[src/rtl/decoder_2_4_pipe.sv]
// Registered 2-to-4 decoder for {V,Y} link codes with a single-entry valid/ready output stage
// and a saturating, software-clearable error counter for invalid codes.
module decoder_2_4_pipe #(
  parameter int unsigned CNT_W = 8
) (
  input  logic             clk,
  input  logic             rst_n,
  input  logic             in_valid,
  output logic             in_ready,
  input  logic             V,
  input  logic [1:0]       Y,
  output logic             out_valid,
  input  logic             out_ready,
  output logic [3:0]       O,
  input  logic             err_clr,
  output logic             err,
  output logic [CNT_W-1:0] err_cnt
);

  typedef enum logic {StEmpty, StFull} state_e;

  localparam logic [CNT_W-1:0] CntMax = '1;
  localparam logic [CNT_W-1:0] CntOne = CNT_W'(1);

  state_e           state_q, state_d;
  logic [3:0]       o_q, o_d;
  logic             err_q, err_d;
  logic [CNT_W-1:0] cnt_q, cnt_d;

  logic       accept;
  logic       accept_ok;
  logic       accept_bad;
  logic [3:0] decoded;

  // Y=11 maps to the lowest bit: O = 1 << (3 - Y).
  always_comb begin
    decoded = 4'b0000;
    unique case (Y)
      2'b11:   decoded = 4'b0001;
      2'b10:   decoded = 4'b0010;
      2'b01:   decoded = 4'b0100;
      2'b00:   decoded = 4'b1000;
      default: decoded = 4'b0000;
    endcase
  end

  // Ready depends only on the output stage, never on in_valid.
  assign in_ready   = (state_q == StEmpty) || out_ready;
  assign accept     = in_valid && in_ready;
  assign accept_ok  = accept && V;
  assign accept_bad = accept && !V;

  always_comb begin
    state_d = state_q;
    o_d     = o_q;
    unique case (state_q)
      StEmpty: begin
        if (accept_ok) begin
          state_d = StFull;
          o_d     = decoded;
        end
      end
      StFull: begin
        if (out_ready) begin
          if (accept_ok) begin
            o_d = decoded;
          end else begin
            state_d = StEmpty;
            o_d     = 4'b0000;
          end
        end
      end
      default: begin
        state_d = StEmpty;
        o_d     = 4'b0000;
      end
    endcase
  end

  // Clear wins over a coinciding invalid accept; that error is dropped.
  always_comb begin
    err_d = err_q;
    cnt_d = cnt_q;
    if (err_clr) begin
      err_d = 1'b0;
      cnt_d = '0;
    end else if (accept_bad) begin
      err_d = 1'b1;
      if (cnt_q != CntMax) begin
        cnt_d = cnt_q + CntOne;
      end
    end
  end

  always_ff @(posedge clk or negedge rst_n) begin
    if (!rst_n) begin
      state_q <= StEmpty;
      o_q     <= 4'b0000;
    end else begin
      state_q <= state_d;
      o_q     <= o_d;
    end
  end

  always_ff @(posedge clk or negedge rst_n) begin
    if (!rst_n) begin
      err_q <= 1'b0;
      cnt_q <= '0;
    end else begin
      err_q <= err_d;
      cnt_q <= cnt_d;
    end
  end

  assign out_valid = (state_q == StFull);
  assign O         = o_q;
  assign err       = err_q;
  assign err_cnt   = cnt_q;

endmodule

[config.mk]
export PLATFORM = sky130hd
export DESIGN_NAME = decoder_2_4_pipe
export DESIGN_NICKNAME = d
export VERILOG_FILES = /design/src/rtl/decoder_2_4_pipe.sv
export SDC_FILE = /design/constraint.sdc
export NUM_CORES = 1
export LEC_CHECK = 0
export ABC_AREA = 1
export CAP_MARGIN = 15
export CORE_UTILIZATION = 41
export CTS_CLUSTER_SIZE = 30
export DETAILED_ROUTE_END_ITERATION = 8
export GPL_ROUTABILITY_DRIVEN = 0
export PLACE_DENSITY_LB_ADDON = 0.15
export SLEW_MARGIN = 5
export SYNTH_ARGS = -nofsm -noshare
export SYNTH_HDL_FRONTEND = slang
export SYNTH_SLANG_ARGS = --single-unit
[constraint.sdc]
create_clock -name clk -period 1.4 [get_ports clk]
set_clock_uncertainty 0.15 [all_clocks]
set_input_delay 0.28 -clock clk [delete_from_list [all_inputs] [get_ports clk]]
set_output_delay 0.28 -clock clk [all_outputs]
set_load 0.05 [all_outputs]
==> results.yml, run 1 <==
global_route:
  grt_max_degree: 15
  antenna_found_initial: 0
  grt_pass1_vias: 799
  grt_pass1_wl_um: 3240
  grt-ovfl-total: 0
  grt_usage_pct: 22.0
clock_tree:
  clock_path_buffers: 2
  clock_sinks: 14
  cts_made_buffers: 3
  clk-insertion-delay-late_ns: 0.28
  cts.clk_slew.worst_paths_ns: 0.09
  cts_tree: "yes"
  postCtsHoldBufs: 0
  cts_max_level: 1
  root_buffer: "clkbuf_4"
final_layout:
  drive_gt1_share_pct: 42.9
  area_growth_pct: 77.1
  final_cell_area_um2: 1370
  fin_util_pct: 78.6
  final_nets: 143
  diodes: 0
  fillCellCount: 120
timing:
  fin_crit_ns: 1.44
  max_slew.worst_pin.slew_ns: 0.200
  final-setup-viol-count: 3
  whs_ns: 0.156
  timing.final.crit_share_pct: 103
  slew_viol_final: 0
  fin_setup_tns_ns: -0.0948
  rsz0062_at_grt: "true"
  finalHoldViolations: 0
  relSlewSlack_pct: 86.7
  max_freq_mhz: 695
  setup_ws_ns: -0.0391
setup_path:
  cp_cell_sequence: "buf_6 -> buf_12"
  slowest_delay_ns: 0.46
  crit_required_ns: 0.97
  slowest_stage: "dfrtp_2"
  cp-start-kind: "flop"
  critPathCaptureType: "primary output"
  critPathKind: "flop to primary output"
  worstPathMaxFanout: 2
  worst_ep_arrival_time_ns: 1.01
yosys:
  synthTopCellsByCount: "nand2_1 (25), dfrtp_1 (14), nand3_1 (12)"
  synth_compound_area_share_pct: 13.6
  syn_nets: 106
  synth_edf_count: 0
  synth_top_family_by_area: "simple AND/OR/NAND/NOR gates"
  yosysTopAreaCell: "dfrtp_1"
  ys_ff_latch: 14
  synth-simple-area-share_pct: 31.8
  synth_seq_area_share_pct: 45.2
  ys_warn_count: 0
  syn_area_um2: 774
  ys_async_sr_fraction_pct: 100
  synth_xor_area_share_pct: 0
  synth.most_common_cell: "nand2_1"
  yosys-top-cells-area: "dfrtp_1 (45%), nand2_1 (12%), nand3_1 (7.8%)"
  syn_inst: 97
  synth_top_area_share_pct: 45.2
  synthMuxAreaShare_pct: 0
  yosys_most_used_dff: "dfrtp_1"
  synthAdderAreaFrac_pct: 1.62
  syn_area_per_cell_um2: 7.98
  post_synth_num_cell_types: 18
floorplan:
  coreArea_um2: 1750
  initial_core_util_pct: 44.4
  dieArea_um2: 2070
  pin_count: 23
  rows: 15
  die_w_um: 45.5
  die_h_um: 45.5
power_and_ir_drop:
  ir_drop_uv: 800
  power.leakage_nw: 0.600
  p_per_area_nw_per_um2: 895
drt:
  wl_um: 2150
  vias: 813
  drt_pass1_iterations: 5
  drc_errors: 0
  ant_nets: 0
  drtIter0Drc: 24
  routedWlPerCell_um: 13.6
  vias_per_cell: 5.15
run_status:
  status: "complete, but fails checks"
  violations: "setup timing"
place:
  dpl.hpwl_um: 1480
  io_buffers: 22
  dpl-instance-area_um2: 1290
flow_run:
  maxCapViolCount: 0
hold_path:
  hold_class: "input pin to asynchronous set/reset pin"
## critical path, delay by kind of cell (launching register included)
family / cells / cell delay [ns]
flops: 1 / 0.46
buf+inv: 2 / 0.27
## sequential cells by signal, summed over array words and instances (netlist names)
register / flops
O: 4
err: 1
err_cnt: 8
out_valid: 1
## layer usage
layer  GRT usage (%)  vias up  part of all wire (%)
met5               0        -                     0
met4            12.1        0                  0.65
met3            3.17        4                   5.0
met2            39.4       34                    55
met1            24.6      387                    39
li1                -      388                     -
## worst paths after layout
path	start	cells after the start	endpoint	slack, ns
max in group asynchronous	rst_n	2	err_cnt[6]$_DFFE_PN0P_	0.75
min in group clk	out_ready	4	out_valid$_DFF_PN0_	0.30
worst max-delay path	out_valid$_DFF_PN0_	2	out_valid	-0.04
worst min register to register	err$_DFFE_PN0P_	2	err$_DFFE_PN0P_	0.42
worst max register to register	err_cnt[4]$_DFFE_PN0P_	7	err_cnt[6]$_DFFE_PN0P_	0.02
worst min-delay path	rst_n	2	err_cnt[5]$_DFFE_PN0P_	0.16
## logic make-up after synthesis
logic type                 after synthesis
and+or+nand+nor                         51
AOI/OAI and AO/OA                       17
buffers and inverters                   14
DFF                                     14
adders and majority gates                1
## layout make-up
type                       instances  area (um2)  share of cell area, %
inverter                          13        48.8                   3.56
tap                               25        31.3                   2.28
multi-input combinational         70         435                   31.8
sequential                        14         360                   26.3
clock buffer                       4        36.3                   2.65
timing repair buffer              32         459                   33.5
## power by group
group	switching (mW)	total [mW]	internal, mW
logic	0.234	0.453	0.218
registers	0.0412	0.478	0.437
clock network	0.139	0.297	0.158
## layout by cell type, fill, tap and decap left out, types with 2 or more instances in the layout
master,count
a21oi_1,3
buf_12,15
buf_4,6
buf_6,4
clkbuf_4,3
clkdlybuf4s50_1,6
dfrtp_1,6
dfrtp_2,8
inv_1,10
inv_2,3
nand2_1,25
nand2_4,3
nand3_1,12
nand3_2,2
nor2_1,2
nor2_2,2
nor2_4,2
o21ai_0,3
o21ai_1,4
o21ai_2,4
o21bai_1,2
## metrics by stage
step,cells,total power [mW],setup slack (ns)
finish,158,1.23,-0.0391
global route,158,1.28,-0.0663
CTS,157,1.24,-0.0515
detailed placement,155,0.920,-0.318
global placement,155,0.909,-0.283
floorplan,97,0.682,-0.148
## timing repair
action,in CTS,in global routing
pin swaps,0,1
setup endpoints to repair,13,13
gates cloned,0,1
gates resized for setup,6,8
setup buffers,2,0
Power figures use the tool's default switching activity.
==> run 2: changes to the inputs <==
--- a/config.mk
+++ b/config.mk
@@ -12,6 +12,7 @@
 export DETAILED_ROUTE_END_ITERATION = 8
 export GPL_ROUTABILITY_DRIVEN = 0
 export PLACE_DENSITY_LB_ADDON = 0.15
+export REMOVE_ABC_BUFFERS = 1
 export SLEW_MARGIN = 5
 export SYNTH_ARGS = -nofsm -noshare
 export SYNTH_HDL_FRONTEND = slang
==> run 2 against run 1 <==
Net effect:
- the run still ends with setup timing left
- via count up 15%
- final cell count up 8.9%
- sequential share of layout area down 2.9 points
- worst hold slack worse by 0.017 ns
- clock-buffer cell count unchanged
- wire length up 29%
- first-iteration DRC count up 58%
- register-to-register slack worse by 0.10 ns
- utilization up 7.7 points
- critical path depth up 4
- worst setup slack worse by 0.041 ns
- final area up 9.8%
==> results.yml, run 2 (synthesis results as in run 1) <==
run_status:
  status: "complete, but fails checks"
  violations: "setup timing"
final_layout:
  drive_gt1_share_pct: 49.7
  fillCellCount: 97
  final_nets: 157
  final_common_cell: "nand2_1"
  diodes: 0
  layout_common_cells: "nand2_1 (21), buf_4 (16), buf_12 (15), dfrtp_1 (13), nand3_1 (11)"
  area_growth_pct: 94.3
  largest_register_ff_count: 8
setup_path:
  cp-start-kind: "flop"
  r2r_end: "err_cnt[5]$_DFFE_PN0P_"
  worstPathMaxFanout: 3
  crit_required_ns: 1.47
  r2r_start: "err_cnt[1]$_DFFE_PN0P_"
  worst_ep_arrival_time_ns: 1.55
  reg2reg_depth: 6
  rrSetupSlack_ns: -0.08
  critPathCaptureType: "flop"
  slowest_delay_ns: 0.38
  cp_cell_sequence: "buf_6 -> buf_4 -> nand3_1 -> o21ai_0 -> nand3_1 -> o21ai_1"
  crit_top_cell: "nand3_1"
  slowest_stage: "dfrtp_1"
  critPathKind: "flop to flop"
place:
  io_buffers: 22
  dpl.hpwl_um: 1410
  preCtsSetupSlack_ns: -0.332
power_and_ir_drop:
  switching_share_pct: 35.1
  p_sw_mw: 0.449
  p_seq_share_pct: 36.4
  ir_drop_uv: 571
  power.leakage_nw: 0.701
  p_per_area_nw_per_um2: 850
  p_int_mw: 0.831
  pwr-share-clk_pct: 24.9
  pwr-share-comb_pct: 38.7
drt:
  drc_errors: 0
  ant_nets: 0
  drt_pass1_iterations: 4
  wl_um: 2770
  vias: 931
  routedWlPerCell_um: 16.1
  drtIter0Drc: 38
  vias_per_cell: 5.41
timing:
  fin_setup_tns_ns: -0.661
  timing.final.crit_share_pct: 106
  final-setup-viol-count: 15
  relSlewSlack_pct: 83.6
  max_slew.worst_pin.slew_ns: 0.245
  setup_ws_ns: -0.0802
  rsz0062_at_grt: "true"
  max_freq_mhz: 676
  finalHoldViolations: 0
  fin_crit_ns: 1.48
  slew_viol_final: 0
floorplan:
  die_h_um: 45.5
  die_w_um: 45.5
  rows: 15
  coreArea_um2: 1750
  pin_count: 23
  dieArea_um2: 2070
  initial_core_util_pct: 44.4
clock_tree:
  cts_max_level: 1
  clk-insertion-delay-late_ns: 0.29
  clock_path_buffers: 2
  cts_tree: "yes"
  clock_sinks: 14
  postCtsHoldBufs: 0
  root_buffer: "clkbuf_4"
  cts_made_buffers: 3
  cts.clk_slew.worst_paths_ns: 0.10
flow_run:
  maxCapViolCount: 0
global_route:
  antenna_found_initial: 0
  grt-ovfl-total: 0
  grt_max_degree: 15
  grt_pass1_wl_um: 3930
  grt_pass1_vias: 854
  grt_usage_pct: 27.4
hold_path:
  hold_class: "input pin to asynchronous set/reset pin"
run 2: repair_timing:
| item | in CTS | in global routing |
|---|---|---|
| gates cloned | 1 | 0 |
| pin swaps | 7 | 9 |
| setup endpoints to repair | 18 | 20 |
| buffers inserted | 6 | 4 |
| resized for setup | 19 | 12 |
run 2: power groups by stage:
stage	Clock, mW	Combinational, mW	Sequential (mW)
floorplan	0	0.0832	0.574
global route	0.331	0.519	0.468
finish	0.319	0.495	0.465
global placement	0	0.430	0.468
detailed placement	0	0.435	0.469
CTS	0.315	0.477	0.464
run 2: final cells by class:
| class | instances | area, um2 | share of cell area, % |
|---|---|---|---|
| clock buffer | 4 | 36.3 | 2.41 |
| inverter | 13 | 48.8 | 3.24 |
| multi-input combinational | 70 | 458 | 30.4 |
| sequential | 14 | 352 | 23.4 |
| tap | 25 | 31.3 | 2.08 |
| timing repair buffer | 46 | 579 | 38.5 |
run 2: how the worst max path moves through the flow:
stage / start / endpoint / depth (start not counted)
after floorplan: err_cnt[1]$_DFFE_PN0P_ / err_cnt[2]$_DFFE_PN0P_ / 7
after global placement: out_ready / err_cnt[2]$_DFFE_PN0P_ / 8
after detailed placement: out_ready / err_cnt[1]$_DFFE_PN0P_ / 8
after CTS: err_cnt[4]$_DFFE_PN0P_ / err_cnt[4] / 2
after global routing: err_cnt[0]$_DFFE_PN0P_ / err_cnt[2]$_DFFE_PN0P_ / 7
final: err_cnt[1]$_DFFE_PN0P_ / err_cnt[5]$_DFFE_PN0P_ / 6
run 2: per-stage QoR:
stage | power [mW] | area, um2 | hold WS, ns | cells | util (%)
final | 1.28 | 1510 | 0.140 | 172 | 86.2
after global routing | 1.32 | 1510 | 0.162 | 172 | 86.2
after CTS | 1.26 | 1430 | 0.149 | 168 | 81.6
after detailed placement | 0.904 | 1280 | 0.402 | 159 | 73.6
after global placement | 0.898 | 1280 | 0.404 | 159 | 73.6
after floorplan | 0.657 | 763 | -0.166 | 96 | -
run 2: worst max-delay path: cells and delay by family, from the launching register on:
kind	cells	cell delay, ns
flops	1	0.38
buf+inv	2	0.23
compound gates	2	0.39
simple gates	2	0.26
run 2: layer usage:
layer  track usage [%]  routed length (um)  up-vias
met5                 0                   0        -
met4              10.3                 133        0
met3              2.38                 151       21
met2              49.1                1410       56
met1              33.7                1080      439
li1                  -                   -      415
==> edit 1 (settings of run 2) <==
`o_q` no longer has a reset.
--- a/src/rtl/decoder_2_4_pipe.sv
+++ b/src/rtl/decoder_2_4_pipe.sv
@@ -95,11 +95,13 @@
   always_ff @(posedge clk or negedge rst_n) begin
     if (!rst_n) begin
       state_q <= StEmpty;
-      o_q     <= 4'b0000;
     end else begin
       state_q <= state_d;
-      o_q     <= o_d;
     end
+  end
+
+  always_ff @(posedge clk) begin
+    o_q <= o_d;
   end
 
   always_ff @(posedge clk or negedge rst_n) begin
Function: changed (a bounded check fails within 4 cycles, from zero or initial values and one cycle with rst_n low).
==> edit 1 against run 2 <==
The flow still finishes with violations (setup timing). Area after synthesis is 0.32% lower. Cell area increased by 0.58%. Sequential share of layout area up 1.2 points. Critical path depth increased by 2. Power decreased by 21%. Sequential cell count did not move. Via count is 9.3% lower. Wire length down 15%. Worst setup slack improved by 16 ps. Critical endpoint is now err_cnt[6]. Largest power group is now registers.
==> edit 1: results (changes against run 2) <==
max_stage_delay_ps: 420  # +40 ps
synthTopCellsByCount: "nand2_1, inv_1, dfrtp_1"
placed_cells: 156  # -1.9%
ys_types: 20  # +2
clockBufferDepth: 2  # unchanged
dr_wl_met2_mm: 1.209  # -14%
synthAdderAreaFrac_pct: 1.621  # +0.0052 points
met1_length_um: 976  # -9.5%
timing.rr.end: "err_cnt[6]"
grt_first_pass_wirelength_mm: 2.953  # -25%
grtUsageMet2_pct: 32.29  # -17 points
clk-power_mw: 0.251  # -21%
cp_max_fo: 2  # -1
placed_area_um2: 1294  # +0.68%
powerSeq_mw: 0.459  # -1%
syn_inst: 93  # -4.1%
layout-drive-gt1-share_pct: 48.30  # -1.4 points
grt_max_degree: 11  # -4
synth_xor_area_share_pct: 3.404  # +3.4 points
violations: "setup timing"
finalSetupTns_ps: -285.8  # +375.3 ps
hold_slack_ps: 119.5  # -20.08 ps
dr_wl_met3_um: 103  # -32%
grt_use_total_pct: 20.32  # -7.1 points
synth-edff-count: 4  # +4
ys_seq_area_share_pct: 47.97  # +2.7 points
worst_pin_slew_ps: 251.9  # +6.911 ps
synthArstFlopShare_pct: 71.43  # -29 points
drt_iter0_drc: 20  # -47%
dp_slack_ps: -428.5  # -96.55 ps
wirelength_mm: 2.351  # -15%
outcome: "complete, but fails checks"
setup_viol_count_final: 13  # -2
grt_pass1_vias: 707  # -17%
rr_worst_depth: 8  # +2
peakVddDrop_v: 0.0006488  # +14%
p_sw_share_pct: 31.84  # -3.2 points
vias: 844  # -9.3%
power_switching_mw: 0.3227  # -28%
synth-compound-area-share_pct: 7.131  # -6.4 points
synth_area_leaders: "dfrtp_1, edfxtp_1, nand2_1"
p_leak_nw: 0.7014  # about the same
place_hpwl_mm: 1.309  # -7.2%
setup_ws_ps: -64.10  # +16.14 ps
viasPerCell: 4.907  # -9.3%
[edit 1: changes by cell type after synthesis, moves of 2 or more]
| cell | before | now |
|---|---|---|
| inv_1 | 10 | 15 |
| nor3_1 | 0 | 4 |
| nand3_1 | 12 | 4 |
| o21ai_2 | 4 | 0 |
| a21oi_1 | 4 | 1 |
| nand2_1 | 25 | 27 |
| nor2_2 | 0 | 2 |
| dfrtp_1 | 14 | 10 |
| xnor2_1 | 0 | 2 |
| edfxtp_1 | 0 | 4 |
| inv_2 | 3 | 0 |
[edit 1: repair_timing]
action / in CTS / in global routing
buffers inserted: 5 / 7
setup endpoints to repair: 18 / 20
gates resized for setup: 8 / 23
pin swaps: 1 / 10
[edit 1: area by class of cell]
cell class / count / area [um2]
timing repair buffer: 50 / 609.3
multi-input combinational: 64 / 419.2
sequential: 14 / 371.6
fill: 85 / 231.5
inverter: 15 / 56.30
tap: 25 / 31.28
clock buffer: 3 / 22.52
clock inverter: 1 / 3.754
==> edit 2 (settings of run 2) <==
Without the edit above. The parameter `CNT_W` goes from 8 to 12.
--- a/src/rtl/decoder_2_4_pipe.sv
+++ b/src/rtl/decoder_2_4_pipe.sv
@@ -1,7 +1,7 @@
 // Registered 2-to-4 decoder for {V,Y} link codes with a single-entry valid/ready output stage
 // and a saturating, software-clearable error counter for invalid codes.
 module decoder_2_4_pipe #(
-  parameter int unsigned CNT_W = 8
+  parameter int unsigned CNT_W = 12
 ) (
   input  logic             clk,
   input  logic             rst_n,
Interface: changed (resized err_cnt); port bits go from 23 to 27. No check against the original RTL was run, so the function may have changed too.
==> edit 2 against run 2 <==
The run still ends with setup timing left. Wire length is 48% higher. Sequential share of layout area is 1.2 points lower. Cell area is 35% higher. Sequential cell count is 4 higher. Power is 3.8% lower. Worst setup slack worse by 86 ps. Combinational power is 32% lower. Area after synthesis is 35% higher. Critical path type unchanged. Critical endpoint unchanged. Largest cell class unchanged. Highest routed layer unchanged.
==> edit 2: results (changes against run 2) <==
nNetsFinal: 218  # +39%
largest_register_ffs: 12  # +4
violations: "setup timing"
synth_area_leaders: "dfrtp_1, nand2_1, nand3_1"
numPortBuffers: 26  # +18%
grt_use_total_pct: 27.93  # +0.50 points
post-cts-setup-buffers: 13  # +7
setup_ws_ps: -166.1  # -85.87 ps
synth_seq_cells: 18  # +4
multi_input_gates: 105  # +50%
dp_slack_ps: -539.6  # -207.7 ps
grt_first_pass_wirelength_mm: 5.471  # +39%
ys_types: 22  # +4
peakVddDrop_v: 0.0006248  # +9.5%
cp.arrival_ps: 1650  # +100 ps
outcome: "complete, but fails checks"
grt_pass1_vias: 1158  # +36%
synthTopCellsByCount: "nand2_1, nand3_1, dfrtp_1"
setup_viol_count_final: 25  # +10
drtPass1Iterations: 6  # +2
ys_seq_area_share_pct: 43.06  # -2.2 points
grt_max_degree: 19  # +4
multi_input_area_share_pct: 31.82  # +1.4 points
reg2reg_slack_ps: -170  # -90 ps
max_stage_delay_ps: 420  # +40 ps
buffers: 68  # +48%
hold_slack_ps: 147.1  # +7.487 ps
-- edit 2: changes by cell type after synthesis, sizes merged, moves of 2 or more --
cell,before,now
nor2,6,12
nand3,15,26
nand2,28,45
xnor2,0,2
dfrtp,14,18
nand4,0,2
a21oi,4,0
-- edit 2: report_power, final --
part           leakage (nW)  switching [mW]  internal (mW)
Sequential            0.245          0.0231          0.539
Combinational         0.669           0.179          0.157
Clock                0.0210           0.175          0.159
-- edit 2: per-stage QoR --
| stage | area [um2] | std cells | TNS (ps) |
|---|---|---|---|
| 2_1_floorplan | 1023 | 135 | -6476 |
| 3_3_place_gp | 1704 | 215 | -5142 |
| 3_5_place_dp | 1704 | 215 | -6515 |
| 4_1_cts | 1916 | 232 | -1080 |
| 5_1_grt | 2037 | 236 | -3249 |
| 6_report | 2037 | 236 | -2197 |
-- edit 2: layer usage --
metal	global-route usage, %	wire length [um]	up-vias
li1	-	-	592
met5	0	0	-
met4	9.211	51	0
met1	33.69	1598	628
met2	48.73	2116	73
met3	5.797	337	10
